File: src/rtl/scr1_dmem_copy_engine.sv
// Word-by-word block copy master for the SCR1 dmem port: each word is one read then one write,
// with a single request outstanding at a time.
`ifndef SCR1_DMEM_AWIDTH
`define SCR1_DMEM_AWIDTH 32
`endif

package scr1_memif_pkg;
  localparam int unsigned SCR1_VEC_LANES = 4;

  typedef enum logic {
    SCR1_MEM_CMD_RD = 1'b0,
    SCR1_MEM_CMD_WR = 1'b1
  } type_scr1_mem_cmd_e;

  typedef enum logic [1:0] {
    SCR1_MEM_WIDTH_BYTE  = 2'b00,
    SCR1_MEM_WIDTH_HWORD = 2'b01,
    SCR1_MEM_WIDTH_WORD  = 2'b10
  } type_scr1_mem_width_e;

  typedef enum logic [1:0] {
    SCR1_MEM_RESP_NOTRDY = 2'b00,
    SCR1_MEM_RESP_RDY_OK = 2'b01,
    SCR1_MEM_RESP_RDY_ER = 2'b10
  } type_scr1_mem_resp_e;

  typedef logic [SCR1_VEC_LANES-1:0][31:0] type_vector;
endpackage

module scr1_dmem_copy_engine
  import scr1_memif_pkg::*;
#(
  parameter int unsigned LEN_W            = 16,
  parameter int unsigned SCR1_DMEM_AWIDTH = `SCR1_DMEM_AWIDTH
) (
  input  logic                        clk,
  input  logic                        rst_n,
  input  logic                        start,
  input  logic [SCR1_DMEM_AWIDTH-1:0] src_addr,
  input  logic [SCR1_DMEM_AWIDTH-1:0] dst_addr,
  input  logic [LEN_W-1:0]            len,
  output logic                        busy,
  output logic                        done,
  output logic                        err,
  output logic [LEN_W-1:0]            words_done,
  output logic                        dmem_req,
  input  logic                        dmem_req_ack,
  output type_scr1_mem_cmd_e          dmem_cmd,
  output type_scr1_mem_width_e        dmem_width,
  output logic [SCR1_DMEM_AWIDTH-1:0] dmem_addr,
  output type_vector                  dmem_wdata,
  input  type_vector                  dmem_rdata,
  input  type_scr1_mem_resp_e         dmem_resp
);

  typedef enum logic [2:0] {
    ST_IDLE,
    ST_RD_REQ,
    ST_RD_RESP,
    ST_WR_REQ,
    ST_WR_RESP
  } state_e;

  state_e                        state_q, state_d;
  logic [SCR1_DMEM_AWIDTH-1:0]   src_q, src_d;
  logic [SCR1_DMEM_AWIDTH-1:0]   dst_q, dst_d;
  logic [LEN_W-1:0]              len_q, len_d;
  logic [LEN_W-1:0]              words_q, words_d;
  logic [31:0]                   data_q, data_d;
  logic                          done_q, done_d;
  logic                          err_q, err_d;
  logic                          rdata_unused;

  // Only lane 0 carries the word; upper lanes are deliberately ignored.
  assign rdata_unused = ^dmem_rdata[SCR1_VEC_LANES-1:1];

  always_ff @(posedge clk or negedge rst_n) begin
    if (!rst_n) begin
      state_q <= ST_IDLE;
      src_q   <= '0;
      dst_q   <= '0;
      len_q   <= '0;
      words_q <= '0;
      data_q  <= '0;
      done_q  <= 1'b0;
      err_q   <= 1'b0;
    end else begin
      state_q <= state_d;
      src_q   <= src_d;
      dst_q   <= dst_d;
      len_q   <= len_d;
      words_q <= words_d;
      data_q  <= data_d;
      done_q  <= done_d;
      err_q   <= err_d;
    end
  end

  always_comb begin
    state_d    = state_q;
    src_d      = src_q;
    dst_d      = dst_q;
    len_d      = len_q;
    words_d    = words_q;
    data_d     = data_q;
    done_d     = 1'b0;
    err_d      = err_q;
    dmem_req   = 1'b0;
    dmem_cmd   = SCR1_MEM_CMD_RD;
    dmem_addr  = '0;
    dmem_wdata = '0;
    unique case (state_q)
      ST_IDLE: begin
        if (start) begin
          src_d   = src_addr;
          dst_d   = dst_addr;
          len_d   = len;
          words_d = '0;
          err_d   = 1'b0;
          if (src_addr[1:0] != 2'b00 || dst_addr[1:0] != 2'b00) begin
            err_d = 1'b1;
          end else if (len == '0) begin
            done_d = 1'b1;
          end else begin
            state_d = ST_RD_REQ;
          end
        end
      end
      ST_RD_REQ: begin
        dmem_req  = 1'b1;
        dmem_addr = src_q;
        if (dmem_req_ack) state_d = ST_RD_RESP;
      end
      ST_RD_RESP: begin
        if (dmem_resp == SCR1_MEM_RESP_RDY_OK) begin
          data_d  = dmem_rdata[0];
          state_d = ST_WR_REQ;
        end else if (dmem_resp == SCR1_MEM_RESP_RDY_ER) begin
          err_d   = 1'b1;
          state_d = ST_IDLE;
        end
      end
      ST_WR_REQ: begin
        dmem_req      = 1'b1;
        dmem_cmd      = SCR1_MEM_CMD_WR;
        dmem_addr     = dst_q;
        dmem_wdata[0] = data_q;
        if (dmem_req_ack) state_d = ST_WR_RESP;
      end
      ST_WR_RESP: begin
        if (dmem_resp == SCR1_MEM_RESP_RDY_OK) begin
          words_d = words_q + LEN_W'(1);
          src_d   = src_q + SCR1_DMEM_AWIDTH'(4);
          dst_d   = dst_q + SCR1_DMEM_AWIDTH'(4);
          if (words_d == len_q) begin
            done_d  = 1'b1;
            state_d = ST_IDLE;
          end else begin
            state_d = ST_RD_REQ;
          end
        end else if (dmem_resp == SCR1_MEM_RESP_RDY_ER) begin
          err_d   = 1'b1;
          state_d = ST_IDLE;
        end
      end
      default: state_d = ST_IDLE;
    endcase
  end

  assign busy       = (state_q != ST_IDLE);
  assign done       = done_q;
  assign err        = err_q;
  assign words_done = words_q;
  assign dmem_width = SCR1_MEM_WIDTH_WORD;

endmodule

File: config.mk
export PLATFORM = sky130hd
export DESIGN_NAME = scr1_dmem_copy_engine
export DESIGN_NICKNAME = d
export VERILOG_FILES = /design/src/rtl/scr1_dmem_copy_engine.sv
export SDC_FILE = /design/constraint.sdc
export NUM_CORES = 1
export LEC_CHECK = 0
export BUFFER_PORTS_ARGS = -buffer_cell sky130_fd_sc_hd__buf_2
export CORE_ASPECT_RATIO = 0.7
export CORE_MARGIN = 1.5
export CORE_UTILIZATION = 40
export CTS_BUF_LIST = sky130_fd_sc_hd__clkbuf_4 sky130_fd_sc_hd__clkbuf_8
export DETAILED_ROUTE_END_ITERATION = 12
export GPL_ROUTABILITY_DRIVEN = 0
export PLACE_DENSITY = 0.72
export REMOVE_ABC_BUFFERS = 1
export SLEW_MARGIN = 40
export SYNTH_ARGS = -nofsm -noshare
export SYNTH_HDL_FRONTEND = slang
export SYNTH_SLANG_ARGS = --single-unit
File: constraint.sdc
create_clock -name clk -period 7.1 [get_ports clk]
set_clock_uncertainty 0.2 [all_clocks]
set_input_delay 0.71 -clock clk [delete_from_list [all_inputs] [get_ports clk]]
set_output_delay 0.71 -clock clk [all_outputs]
set_load 0.02 [all_outputs]
# [Word level (Yosys, flattened, before mapping)]
# Index checks and enable logic that the tools add are counted.
[op_classes] n_addsub=3 eq_ne=15 mux=34 n_reduce_logical=15
[ops] op="case mux 32 bit (2 select lines)" n=3
[ops] op="2-to-1 mux 32 bit" n=5
[ops] op="adder 32 x 3 -> 32 bit, second input constant" n=2
[ops] op="2-to-1 mux 16 bit" n=2
[ops] op="case mux 16 bit (2 select lines)" n=1
[ops] op="2-to-1 mux 3 bit" n=8
[ops] op="adder 16 x 1 -> 16 bit, second input constant" n=1
[ops] op="equality test 16 bit" n=1
[ops] op="zero test 16 bit" n=1
[ops] op="case mux 3 bit (5 select lines)" n=1
[ops] op="!= test 2 bit, second input constant" n=7
[ops] op="2-to-1 mux 1 bit" n=12
[ops] op="nonzero test 2 bit" n=4
[ops] op="equality test 3 x 2 -> 1 bit, second input constant" n=2
[ops] op="AND reduction 5 bit" n=1
[ops] op="case mux 1 bit (2 select lines)" n=2
[ops] op="AND reduction 2 bit" n=2
[ops] op="AND reduction 4 bit" n=1
[ops] op="OR reduction 2 bit" n=2
[ops] op="equality test 3 x 1 -> 1 bit, second input constant" n=1
[ops] op="equality test 3 bit, second input constant" n=1
[ops] op="zero test 3 bit" n=1
[ops] op="AND reduction 3 bit" n=1
[ops] op="nonzero test 3 bit" n=1
[ops] op="other kinds (4)" n=4
[totals] register_bits=133 inputBits=214 out_inout_bits=183

# [Depth between registers and ports, before layout]
[depth] depth_word=5 mapped_depth=9 mapped_depth_nobuf=7

# [Worst setup path before layout]
# No wires, ideal clock.
[synth_timing] path_kind="reg-to-output" startpoint="register state_q[2]" endpoint="output dmem_wdata[22] (netlist bit)" arrival_ns=1.497 required_ns=6.190 slack_ns=4.693 path_stages_with_launch=6 cell_sequence="dfrtp_1 -> nand2b_1 -> clkbuf_1 -> inv_1 -> clkbuf_1 -> and3_1"
[synth_rtl] item="from (decl)" line_no="64" text="state_e state_q, state_d;"
[synth_rtl] item="from (signal assigned)" line_no="88" text="state_q <= state_d;"
[synth_rtl] item="to (decl)" line_no="51" text="output type_vector dmem_wdata,"

# [Worst setup path after layout]
[layout_timing] startpoint="register state_q[1]" endpoint="register dst_q[5]"
[layout_via] elab_chain_len=3 elab_cells_between_ends=7 cone_classes="eq/ne (3); mux (1); reduce/logical (3)"
[layout_lines] item="equality test 3 bit or zero test 3 bit (tied branches)" line_no="112" text="unique case (state_q)"
[layout_lines] item="!= test 2 bit (no source line) or nonzero test 2 bit (tied branches)"
[layout_lines] item="AND reduction 3 bit (no source line)"
[layout_lines] item="to (signal assigned)" line_no="90" text="dst_q <= dst_d;"
[layout_lines] item="to (decl)" line_no="66" text="logic [SCR1_DMEM_AWIDTH-1:0] dst_q, dst_d;"
# Parallel ways exist; a longest one is shown, timed or not.
# A chain may end at the register's enable or synchronous reset.

==> impl_metrics.json <==
{
  "root_buffer": "clkbuf_8",
  "drive_above_1_share_pct": 25.1,
  "fin_crit_ps": 3530,
  "ctsHoldBuffers": 0,
  "synthArstFlopShare_pct": 100,
  "r2r_slack_ps": 3570,
  "yosysTopAreaCellShare_pct": 38.5,
  "nets": 1408,
  "cts_tree": "done",
  "overflow": 0,
  "fmax_mhz": 283,
  "drc": 0,
  "start_util_pct": 41.3,
  "num_vias": 8005,
  "drv_cap": 0,
  "fin_cells": 1480,
  "syn_area_sq_mm": 0.00865,
  "area_growth_pct": 14.3,
  "post-route-period-util_pct": 49.7,
  "p_int_uw": 1940,
  "grt_pass1_wl_um": 38100,
  "synthTopCellsByArea": "dfrtp_1 38%, buf_4 8.5%, nand2_1 5.8%, a21oi_1 4.7%, nor2_1 4.3%",
  "grt_usage_pct": 21.6,
  "vias_per_cell": 5.41,
  "cts-buffers-inserted": 17,
  "core-area_sq_mm": 0.0210,
  "ys_warn_count": 0,
  "grt_max_degree": 78,
  "p_switching_uw": 1500,
  "ir_drop_v": 0.000124,
  "postRouteAntennaNets": 0,
  "synth_edf_count": 0,
  "clock_sinks": 133,
  "final_hold_viol_count": 0,
  "hp-class": "input pin to asynchronous set/reset pin",
  "power_frac_seq_pct": 41.8,
  "die_area_sq_mm": 0.0225,
  "max_slew_margin_pct": 49.0,
  "die_x_um": 179,
  "port_buffers": 202,
  "drt-initial-drc-count": 767,
  "fillCellCount": 2068,
  "finalSetupViolCount": 0,
  "outcome": "finished, final reports clean",
  "ys_types": 62,
  "worst_slew_pin_slew_ps": 764,
  "pin_count": 397,
  "crit_required_ps": 7220,
  "htree_levels": 4,
  "yosysTopAreaCell": "dfrtp_1",
  "worstPathArrival_ps": 3650,
  "cts_resized": 0,
  "end_kind": "flip-flop",
  "power_uw": 3430,
  "synth-seq-cells": 133,
  "clockBufferDepth": 2,
  "slew_violations": 0,
  "clkTransAtPathRegs_ps": 100,
  "leakage_uw": 0.00472,
  "antenna_found_initial": 0,
  "ys_seq_area_share_pct": 38.5,
  "rows": 44,
  "dp_cells": 1447,
  "critPathLaunchType": "flip-flop",
  "final_core_util_pct": 47.2,
  "crit_type": "flip-flop to flip-flop",
  "routed_wirelength_um": 24800,
  "p_sw_share_pct": 43.6,
  "postCtsSetupBuffers": 0,
  "syn_inst": 1034,
  "clk_latency_ps": 460,
  "synthFlopType": "dfrtp_1",
  "grt_pass1_vias": 7188,
  "wl_per_cell_um": 16.8,
  "die_height_um": 126,
  "antenna_cells": 0,
  "rsz0062_at_grt": "false",
  "hpwl_um": 17400,
  "synth.avg_cell_area_sq_um": 8.37,
  "hold_ws_ps": 60.0,
  "drtPass1Iterations": 5,
  "ff2ff_path_depth": 7,
  "p_comb_share_pct": 38.4,
  "p_clk_share_pct": 19.8,
  "powerDensity_mw_per_mm2": 347,
  "path_max_fanout": 58
}
[power groups by stage]
stage	Sequential [uW]	Combinational, uW	Clock, uW
after floorplan	1350	955	0
after global placement	1420	1280	0
after detailed placement	1440	1310	0
after CTS	1430	1310	696
after global routing	1490	1460	731
final	1440	1320	680
[cells in the mapped netlist, types with 4 or more instances]
cell type  instances
nor3_1            17
buf_2              9
o22a_1             9
a21oi_1           81
nand2b_1           4
o211ai_1           7
xor2_1             6
inv_1              7
nor2b_1            4
mux2i_1           32
nor2_1            99
clkbuf_1          52
nand4_1           15
dfrtp_1          133
or4_1              4
and4_1             7
mux2_2            32
nor4_1            11
o22ai_1           23
nand2_1          133
and3_1            43
xnor2_1           20
nand3_1           45
buf_1             11
a22o_1             4
o21ai_0           55
a31oi_1           15
buf_4             98
[worst max-delay path, cell delays in order (launching register included)]
cell and delay [ps]:
dfrtp_2 780, buf_4 620, or3b_2 240, nor2_2 130, nor2_4 380, buf_4 620, a21oi_1 80, o2bb2a_1 320
[worst paths after layout]
| check | startpoint | end |
|---|---|---|
| max | state_q[1] | dst_q[5] |
| min | rst_n | data_q[8] |
| max reg2reg | state_q[1] | dst_q[5] |
| min reg2reg | dst_q[1] | dst_q[1] |
| max in group asynchronous | rst_n | data_q[12] |
| min in group clk | len[11] | len_q[11] |
[per-stage QoR]
stage | worst slack, ps | setup TNS, ps | area [sq um]
final | 3570 | 0 | 9890
after global routing | 3370 | 0 | 9890
after CTS | 3570 | 0 | 9860
after detailed placement | 3580 | 0 | 9450
after global placement | 3330 | 0 | 9450
after floorplan | -881 | -27160 | 7990
[final cells by class]
cell class / count / area, sq um / share of cell area [%]
Timing Repair Buffer: 213 / 1110 / 11.2
Clock buffer: 18 / 248 / 2.50
Inverter: 7 / 26.3 / 0.266
Tap cell: 276 / 345 / 3.49
Clock inverter: 14 / 164 / 1.66
Sequential cell: 133 / 3330 / 33.7
Multi-Input combinational cell: 819 / 4670 / 47.2
[logic make-up after synthesis]
kind of cell               count (synthesis)  synth area share [%]
muxes                                     64                  7.86
DFF                                      133                  38.5
other                                      2                0.0868
adders and majority gates                  3                 0.434
xor gates and xnor gates                  26                  2.63
and+or+nand+nor                          407                  23.2
buffers and inverters                    178                  12.1
AOI/OAI and AO/OA                        221                  15.2
[registers in the layout (all words and copies together), names as in the netlist]
register    cells
len_q          16
state_q         3
src_q          32
data_q         32
done            1
dst_q          32
err             1
words_done     16
[layout by cell type (no fill, tap or decap), drive strengths merged, types with 4 or more instances in the layout]
master,instances
a21oi,81
a22o,4
a31oi,15
and3,43
and4,7
buf,213
clkbuf,18
conb,98
dfrtp,133
inv,14
mux2,32
mux2i,32
nand2,134
nand2b,4
nand3,48
nand4,16
nor2,99
nor2b,4
nor3,17
nor4,16
o211ai,7
o21ai,55
o22a,9
o22ai,23
or4,4
xnor2,20
xor2,6
[layer usage]
layer  GRT usage (%)  wire, um  up-vias
li1                -         -     3774
met1            31.4     11300     3786
met2            32.2     10900      420
met3            4.92      2270       25
met4            5.29       343        0
met5               0         0        -
No activity file was read; power rests on OpenSTA's default activity.
